### src/rtl/seq_pkg.sv
// Shared types for the multi-cycle sequencer: FSM state encoding and
// memory address-select codes.
package seq_pkg;

    typedef enum logic [2:0] {
        IDLE  = 3'd0,
        FETCH = 3'd1,
        EXEC  = 3'd2,
        MEM   = 3'd3,
        WB    = 3'd4,
        HALT  = 3'd5,
        ERROR = 3'd6
    } state_t;

    localparam logic ADDR_PC  = 1'b0;
    localparam logic ADDR_ALU = 1'b1;

endpackage

### src/rtl/sat_counter.sv
// Up-counter that sticks at all-ones instead of wrapping.
module sat_counter #(
    parameter int W = 32
) (
    input  logic         clk,
    input  logic         rst,
    input  logic         inc,
    output logic [W-1:0] q
);

    logic [W-1:0] r_q;

    always_ff @(posedge clk) begin
        if (rst) begin
            r_q <= '0;
        end else if (inc && (r_q != {W{1'b1}})) begin
            r_q <= r_q + W'(1);
        end
    end

    assign q = r_q;

endmodule

### src/rtl/multicycle_sequencer.sv
// Multi-cycle FETCH/EXEC/MEM/WB sequencer around a single shared memory port,
// with a memory-wait timeout and saturating cycle/retired-instruction counters.
//
// state | meaning
// IDLE  | parked, waiting for run
// FETCH | instruction read at PC, wait for mem_ready
// EXEC  | decoded control bits valid, pick next step
// MEM   | load/store at ALU address, wait for mem_ready
// WB    | register write-back and PC commit
// HALT  | halt retired, sticky until rst
// ERROR | memory timeout, sticky until rst
module multicycle_sequencer
    import seq_pkg::*;
#(
    parameter int MEM_TIMEOUT = 16,
    parameter int CNT_W       = 32
) (
    input  logic             clk,
    input  logic             rst,
    input  logic             run,
    input  logic             memToReg,
    input  logic             memWrite,
    input  logic             regWrite,
    input  logic             halt,
    input  logic             mem_ready,
    output logic             mem_req,
    output logic             mem_we,
    output logic             addr_sel,
    output logic             ir_we,
    output logic             pc_we,
    output logic             rf_we,
    output logic             halted,
    output logic             error,
    output logic [CNT_W-1:0] cycle_cnt,
    output logic [CNT_W-1:0] instr_cnt
);

    localparam int WAIT_W = (MEM_TIMEOUT > 2) ? $clog2(MEM_TIMEOUT) : 1;
    localparam logic [WAIT_W-1:0] WAIT_LAST = WAIT_W'(MEM_TIMEOUT - 1);

    state_t            r_state;
    logic [WAIT_W-1:0] r_wait;

    logic w_live;
    logic w_mem_phase;
    logic w_timeout;
    logic w_store;
    logic w_retire;
    logic w_active;

    // memWrite takes precedence, so a load+store encoding behaves as a store
    assign w_store     = memWrite;
    assign w_mem_phase = (r_state == FETCH) || (r_state == MEM);
    assign w_timeout   = w_mem_phase && !mem_ready && (r_wait == WAIT_LAST);
    assign w_active    = (r_state == FETCH) || (r_state == EXEC) ||
                         (r_state == MEM)   || (r_state == WB);
    assign w_retire    = ((r_state == EXEC) && halt) ||
                         ((r_state == MEM) && mem_ready && w_store) ||
                         (r_state == WB);

    always_ff @(posedge clk) begin
        if (rst) begin
            r_state <= IDLE;
            r_wait  <= '0;
        end else begin
            case (r_state)
                IDLE: begin
                    if (run) begin
                        r_state <= FETCH;
                        r_wait  <= '0;
                    end
                end
                FETCH: begin
                    if (mem_ready)      r_state <= EXEC;
                    else if (w_timeout) r_state <= ERROR;
                    else                r_wait  <= r_wait + WAIT_W'(1);
                end
                EXEC: begin
                    if (halt) begin
                        r_state <= HALT;
                    end else if (memToReg || memWrite) begin
                        r_state <= MEM;
                        r_wait  <= '0;
                    end else begin
                        r_state <= WB;
                    end
                end
                MEM: begin
                    if (mem_ready) begin
                        if (w_store) begin
                            r_state <= FETCH;
                            r_wait  <= '0;
                        end else begin
                            r_state <= WB;
                        end
                    end else if (w_timeout) begin
                        r_state <= ERROR;
                    end else begin
                        r_wait <= r_wait + WAIT_W'(1);
                    end
                end
                WB: begin
                    if (run) begin
                        r_state <= FETCH;
                        r_wait  <= '0;
                    end else begin
                        r_state <= IDLE;
                    end
                end
                HALT:    r_state <= HALT;
                ERROR:   r_state <= ERROR;
                default: r_state <= IDLE;
            endcase
        end
    end

    // Strobes are blanked while rst is high so an aborted instruction never commits
    assign w_live   = !rst;
    assign mem_req  = w_live && w_mem_phase;
    assign addr_sel = w_live && (r_state == MEM) ? ADDR_ALU : ADDR_PC;
    assign mem_we   = w_live && (r_state == MEM) && memWrite;
    assign ir_we    = w_live && (r_state == FETCH) && mem_ready;
    assign pc_we    = w_live && (((r_state == MEM) && mem_ready && w_store) ||
                                 (r_state == WB));
    assign rf_we    = w_live && (r_state == WB) && regWrite;
    assign halted   = w_live && (r_state == HALT);
    assign error    = w_live && (r_state == ERROR);

    sat_counter #(.W(CNT_W)) u_cycle_cnt (
        .clk (clk),
        .rst (rst),
        .inc (w_active),
        .q   (cycle_cnt)
    );

    sat_counter #(.W(CNT_W)) u_instr_cnt (
        .clk (clk),
        .rst (rst),
        .inc (w_retire),
        .q   (instr_cnt)
    );

endmodule

### config.mk
export PLATFORM = sky130hd
export DESIGN_NAME = multicycle_sequencer
export DESIGN_NICKNAME = d
export VERILOG_FILES = /design/src/rtl/seq_pkg.sv /design/src/rtl/sat_counter.sv /design/src/rtl/multicycle_sequencer.sv
export SDC_FILE = /design/constraint.sdc
export NUM_CORES = 1
export LEC_CHECK = 0
export ABC_AREA = 1
export CAP_MARGIN = 20
export CORE_ASPECT_RATIO = 1.75
export CORE_UTILIZATION = 54
export CTS_CLUSTER_SIZE = 30
export DETAILED_ROUTE_END_ITERATION = 6
export PLACE_DENSITY = 0.81
export SYNTH_ARGS = -nofsm -noshare
export SYNTH_HDL_FRONTEND = slang
export SYNTH_SLANG_ARGS = --single-unit
### constraint.sdc
create_clock -name clk -period 2 [get_ports clk]
set_input_delay 0.4 -clock clk [delete_from_list [all_inputs] [get_ports clk]]
set_output_delay 0.4 -clock clk [all_outputs]
set_load 0.005 [all_outputs]
## Word-level counts from Yosys, hierarchy flattened

Index checks and enable logic that the tools add are counted.
W data, S select, Z words.

| word-level totals | value |
|---|---|
| bits of input ports | 8 |
| word-level logic and storage cells | 71 |
| register bits after elaboration | 71 |
| output and inout port bits | 72 |

| cells by class | value |
|---|---|
| add/subtract/negate cells | 3 |
| reduce and logical (&&, ||, !) cells | 31 |
| mux-type cells | 18 |
| equal/unequal tests | 15 |

Operators by type and width:

| kind | number |
|---|---|
| $add A32 B1 Y32 const B | 2 |
| $ne A32 B32 Y1 const B | 2 |
| $mux W4 | 7 |
| $mux W3 | 7 |
| $pmux W3 S7 | 1 |
| $logic_and A1 B1 Y1 | 17 |
| $pmux W4 S4 | 1 |
| $eq A3 B3 Y1 const B | 3 |
| $logic_or A1 B1 Y1 | 8 |
| $eq A3 B2 Y1 const B | 2 |
| $ne A2 B2 Y1 const B | 3 |
| $reduce_and A6 Y1 | 1 |
| $add A4 B1 Y4 const B | 1 |
| $eq A4 B4 Y1 const B | 1 |
| $ne A2 B1 Y1 const B | 2 |
| $reduce_bool A4 Y1 | 1 |
| $eq A3 B1 Y1 const B | 1 |
| $logic_not A3 Y1 | 1 |
| $ne A3 B3 Y1 const B | 1 |
| $logic_not A1 Y1 | 2 |
| $mux W1 | 2 |
| $reduce_or A2 Y1 | 1 |

## Depth between registers and ports, before layout

| depth | value |
|---|---|
| depth in word-level cells | 7 |
| mapped depth | 11 |
| gate-level depth less buffers | 10 |

## Hierarchy

A second synthesis with hierarchy kept.

| unflattened totals | value |
|---|---|
| cell total of the unflattened synthesis | 748 |
| area total of the unflattened synthesis | 4,719.5 µm² |

Modules (own cells, without submodules):

| module | instances | seq. area each (µm²) | cells an instance | area each (µm²) |
|---|---|---|---|---|
| sat_counter | 2 | 640.6 | 324 | 2,062.0 |
| multicycle_sequencer | 1 | 140.1 | 100 | 595.6 |

## Worst setup path after synthesis

Ideal clock, no wire load.

| path | value |
|---|---|
| path kind | register -> register |
| from | register u_instr_cnt.r_q[0] (netlist: u_instr_cnt.q[0]) |
| to | register u_instr_cnt.r_q[21] (netlist: u_instr_cnt.q[21]) |
| setup slack | 256 ps |
| setup time | 142 ps |
| arrival | 1,602 ps |
| required time | 1,858 ps |
| period minus slack after synthesis | 1,744 ps |
| cell stages (with the launch flop) | 12 |
| buffers on the path | 1 |
| cell sequence | dfxtp_1 -> ha_1 -> inv_1 -> nor2_4 -> nand2_4 -> nor2_8 -> nand2_4 -> nand2_4 -> inv_2 -> buf_2 -> nand2_1 -> a21oi_2 |

| on the way | value |
|---|---|
| longest elaborated chain between the ends | 2 |
| elaborated cells between the ends (all ways) | 3 |
| those cells by class | add/sub: 1; eq/ne: 1; reduce/logical: 1 |

RTL lines:

| what | line | RTL |
|---|---|---|
| start: declaration | sat_counter.sv:11 | `logic [W-1:0] r_q;` |
| start signal: assignment | sat_counter.sv:17 | `r_q <= r_q + W'(1);` |
| parallel branches: the longest is 2 deep, another holds $add A32 B1 Y32 | -- |  |

Parallel ways; which one is timed is not known.
A chain may end at the register's enable or synchronous reset.

## Final worst setup path

| path | value |
|---|---|
| from | register r_state[0] |
| to | output ir_we |

| on the way | value |
|---|---|
| longest elaborated chain between the ends | 3 |

RTL lines:

| what | line | RTL |
|---|---|---|
| start: declaration | multicycle_sequencer.sv:41 | `state_t r_state;` |
| start signal: assignment | multicycle_sequencer.sv:63 | `r_state <= IDLE;` |
| start signal: assignment | multicycle_sequencer.sv:69 | `r_state <= FETCH;` |
| start signal: assignment | multicycle_sequencer.sv:74 | `if (mem_ready) r_state <= EXEC;` |
| $eq A3 B1 Y1 | multicycle_sequencer.sv:122 | `assign ir_we = w_live && (r_state == FETCH) && mem_ready;` |
| $logic_and A1 B1 Y1 (2 in a row) | multicycle_sequencer.sv:122 |  |
| end: declaration | multicycle_sequencer.sv:29 | `output logic ir_we,` |

Every way passes these cells.

==> qor.yml <==
timing:
  skew_ns: 0.00616
  tightest_slew_ns: 0.730
  grt_setup_unrepaired: "yes"
  slew_headroom_pct: 51.3
  hold_violations: 0
  period_minus_slack_ns: 1.94
  drv_slew: 0
  fmax_mhz: 516
  fin_crit_sh_pct: 97.0
  fin_setup_tns_ns: 0
  setup_viol_count_final: 0
worst_setup_path:
  cp.arrival_ns: 1.54
  criticalPathCategory: "reg2out"
  crit_family: "buffers and inverters"
  reg2regPathDepth: 10
  crit_chain: "inv_2 > nor2_2 > buf_4 > nand2_1 > nor3_1 > dlygate4sd2_1"
  required_ns: 1.60
  rr_endpoint: "u_cycle_cnt.q[25]$_SDFFE_PP0P_"
  reg2reg_slack_ns: 0.16
  crit_path_end_kind: "output port"
  rr_startpoint: "u_cycle_cnt.q[0]$_SDFFE_PP0P_"
  cp_max_fo: 5
  slowest_delay_ns: 0.40
  crit_path_top_delay_cell: "dfxtp_4"
  path_buf_inv: 3
  start_kind: "flip-flop"
pwr:
  ir_drop_v: 0.000429
  switching_share_pct: 26.3
  power.share.clock_pct: 46.3
  intPower_mw: 2.69
  seq_power_share_pct: 40.6
  p_leak_nw: 2.37
  p_per_area_nw_per_um2: 580
  p_switching_mw: 0.961
  power_frac_comb_pct: 13.2
placed_design:
  port_buffers: 79
  dpl_cell_area_um2: 5920
  dp_hpwl_um: 11300
  place.gp.congestion: 0.956
clock_tree:
  hold_buffers: 0
  clk_pin_slew_ns: 0.05
  cts_tree: "yes"
  cts_sinks: 71
  cts_htree_levels: 3
  cts-root-buf: "clkbuf_16"
  clockBufferDepth: 2
  insertion_delay_ns: 0.35
  cts_buffers: 9
floorplan:
  dieArea_um2: 9280
  start_util_pct: 55.3
  die_h_um: 127
  rows: 45
  die_w_um: 73.3
  io_pins: 80
  core_um2: 8670
synth:
  synth_seq_area_share_pct: 29.6
  syn-instance-count: 807
  syn_nets: 818
  ys_types: 30
  netlist_area_um2: 4800
  ys_ff_latch: 71
  ys_warn_count: 0
  avgSynthCellArea_um2: 5.95
worst_hold_path:
  hold_path_depth: 2
  min_from: "r_wait[3]$_SDFFE_PP0P_"
  hp-class: "reg2reg"
  min_to: "r_wait[3]$_SDFFE_PP0P_"
global_route:
  track_usage_pct: 34.2
  grt_pass1_vias: 5498
  grt_pass1_wl_um: 24400
  antenna_found_initial: 0
  grt_overflow: 0
  grt_max_degree: 59
layout:
  design_area_um2: 6300
  fillCellCount: 774
  diodes: 0
  nets: 932
  drive_gt1_share_pct: 12.5
  area_growth_pct: 31.3
routing:
  wl_per_cell_um: 14.5
  drc_errors: 0
  drt_iter0_markers: 305
  first_pass_iters: 5
  vias: 5566
  drt_wl_total_um: 15100
  drtAntennaViolNets: 0
  viasPerCell: 5.34
job:
  maxCapViolations: 0
outcome:
  outcome: "completed"
[cell usage in the layout, fill, tap and decap left out, types with 15 or more instances in the layout]
| cell type | Yosys | layout |
|---|---|---|
| nor2_1 | 146 | 144 |
| nand2_2 | 14 | 15 |
| clkdlybuf4s50_1 | 0 | 71 |
| dfxtp_1 | 71 | 67 |
| a21oi_1 | 42 | 42 |
| inv_1 | 61 | 59 |
| nand3_1 | 42 | 41 |
| xor2_1 | 18 | 18 |
| buf_4 | 3 | 42 |
| o21ai_0 | 17 | 17 |
| nand2_1 | 311 | 309 |
[cell usage after synthesis]
master      n  area share [%]
nor4_1      1            0.13
nand3b_1    1            0.16
and3_1      1            0.13
nand3_1    42             4.4
nor2_1    146              11
nor2_8      1            0.42
o21ai_0    17             1.8
inv_2       3            0.23
buf_2       3            0.31
a21oi_2    12             2.2
clkbuf_2    1            0.10
buf_8       4             1.3
xor2_1     18             3.3
inv_1      61             4.8
nand2_4     5             1.2
nand4_1     9             1.2
ha_1        3            0.78
nand2_1   311              24
nor2_4      4            0.94
nor3_1      8            0.83
dfxtp_1    71              30
clkbuf_1    8            0.63
xnor2_1    11             2.0
nand3_2     1            0.21
buf_4       3            0.47
nand2_2    14             1.8
buf_12      1            0.42
and2_1      1            0.13
a21oi_1    42             4.4
nor2_2      4            0.52
[power groups by stage]
stage	logic [mW]	clock network [mW]	registers, mW
after floorplan	0.320	0	1.50
after global placement	0.430	0	1.50
after detailed placement	0.446	0	1.50
after CTS	0.453	1.70	1.47
after global routing	0.525	1.76	1.48
final	0.480	1.69	1.48
[worst max-delay path by stage]
| stage | start | endpoint | slack, ns | depth (start not counted) |
|---|---|---|---|---|
| 6_report | r_state[0]$_SDFFE_PP0P_ | ir_we | 0.06 | 6 |
| 5_1_grt | r_state[0]$_SDFFE_PP0P_ | ir_we | -0.03 | 6 |
| 4_1_cts | r_state[1]$_SDFFE_PP0P_ | rf_we | 0.005 | 4 |
| 3_5_place_dp | mem_ready | pc_we | -0.20 | 6 |
| 3_3_place_gp | mem_ready | pc_we | -0.18 | 6 |
| 2_1_floorplan | u_instr_cnt.q[0]$_SDFFE_PP0P_ | u_instr_cnt.q[21]$_SDFFE_PP0P_ | 0.26 | 11 |
[flip-flops by register name, indices dropped and copies added, names as in the netlist]
| signal | flops |
|---|---|
| u_instr_cnt.q | 32 |
| r_state | 3 |
| r_wait | 4 |
| u_cycle_cnt.q | 32 |
[logic make-up (layout without fill, tap and decap cells)]
group	Yosys count	after routing	share of synthesized area [%]
AOI/OAI and AO/OA	71	71	8.34
xor gates and xnor gates	29	29	5.29
adders and majority gates	3	3	0.782
buffers and inverters	84	203	8.19
DFF	71	71	29.6
and+or+nand+nor	549	549	47.8
[worst register-to-register path: cells and delay by family (launching register included)]
| family | cells | cell delay, ns |
|---|---|---|
| AND/OR/NAND/NOR | 7 | 0.83 |
| adder cells (fa/ha/maj) | 1 | 0.22 |
| AO/OA/AOI/OAI | 1 | 0.15 |
| buffers and inverters | 1 | 0.20 |
| flip-flops | 1 | 0.35 |
[stage by stage]
step	instances	utilization (%)	power, mW	hold slack, ns	setup WS, ns
floorplan	807	-	1.82	0.469	0.256
global placement	1025	68.3	1.93	0.480	-0.182
detailed placement	1025	68.3	1.95	0.488	-0.199
CTS	1042	72.0	3.62	0.496	0.00480
global route	1043	72.6	3.77	0.545	-0.0329
finish	1043	72.6	3.65	0.495	0.0604
[metal layers]
layer / track usage (%) / wire [um]
met3: 6.43 / 683
met2: 63.4 / 8120
met5: 0 / 0
met1: 32.0 / 5150
met4: 24.5 / 1160
[timing repair]
item                       4_1_cts  5_1_grt
setup buffers                    1        1
setup endpoints to repair        7       24
resized for setup               10       19
pin swaps                        2        1
[area by class of cell]
cell class                      count  area (um^2)  share of cell area [%]
Inverter                           64          245                    3.89
Clock inverter                      2         37.5                   0.596
Multi-Input combinational cell    652         3020                    47.9
Timing Repair Buffer              123         1150                    18.2
Sequential cell                    71         1430                    22.7
Clock buffer                       14          274                    4.35
Tap cell                          117          146                    2.32
No activity file was read; power rests on OpenSTA's default activity.
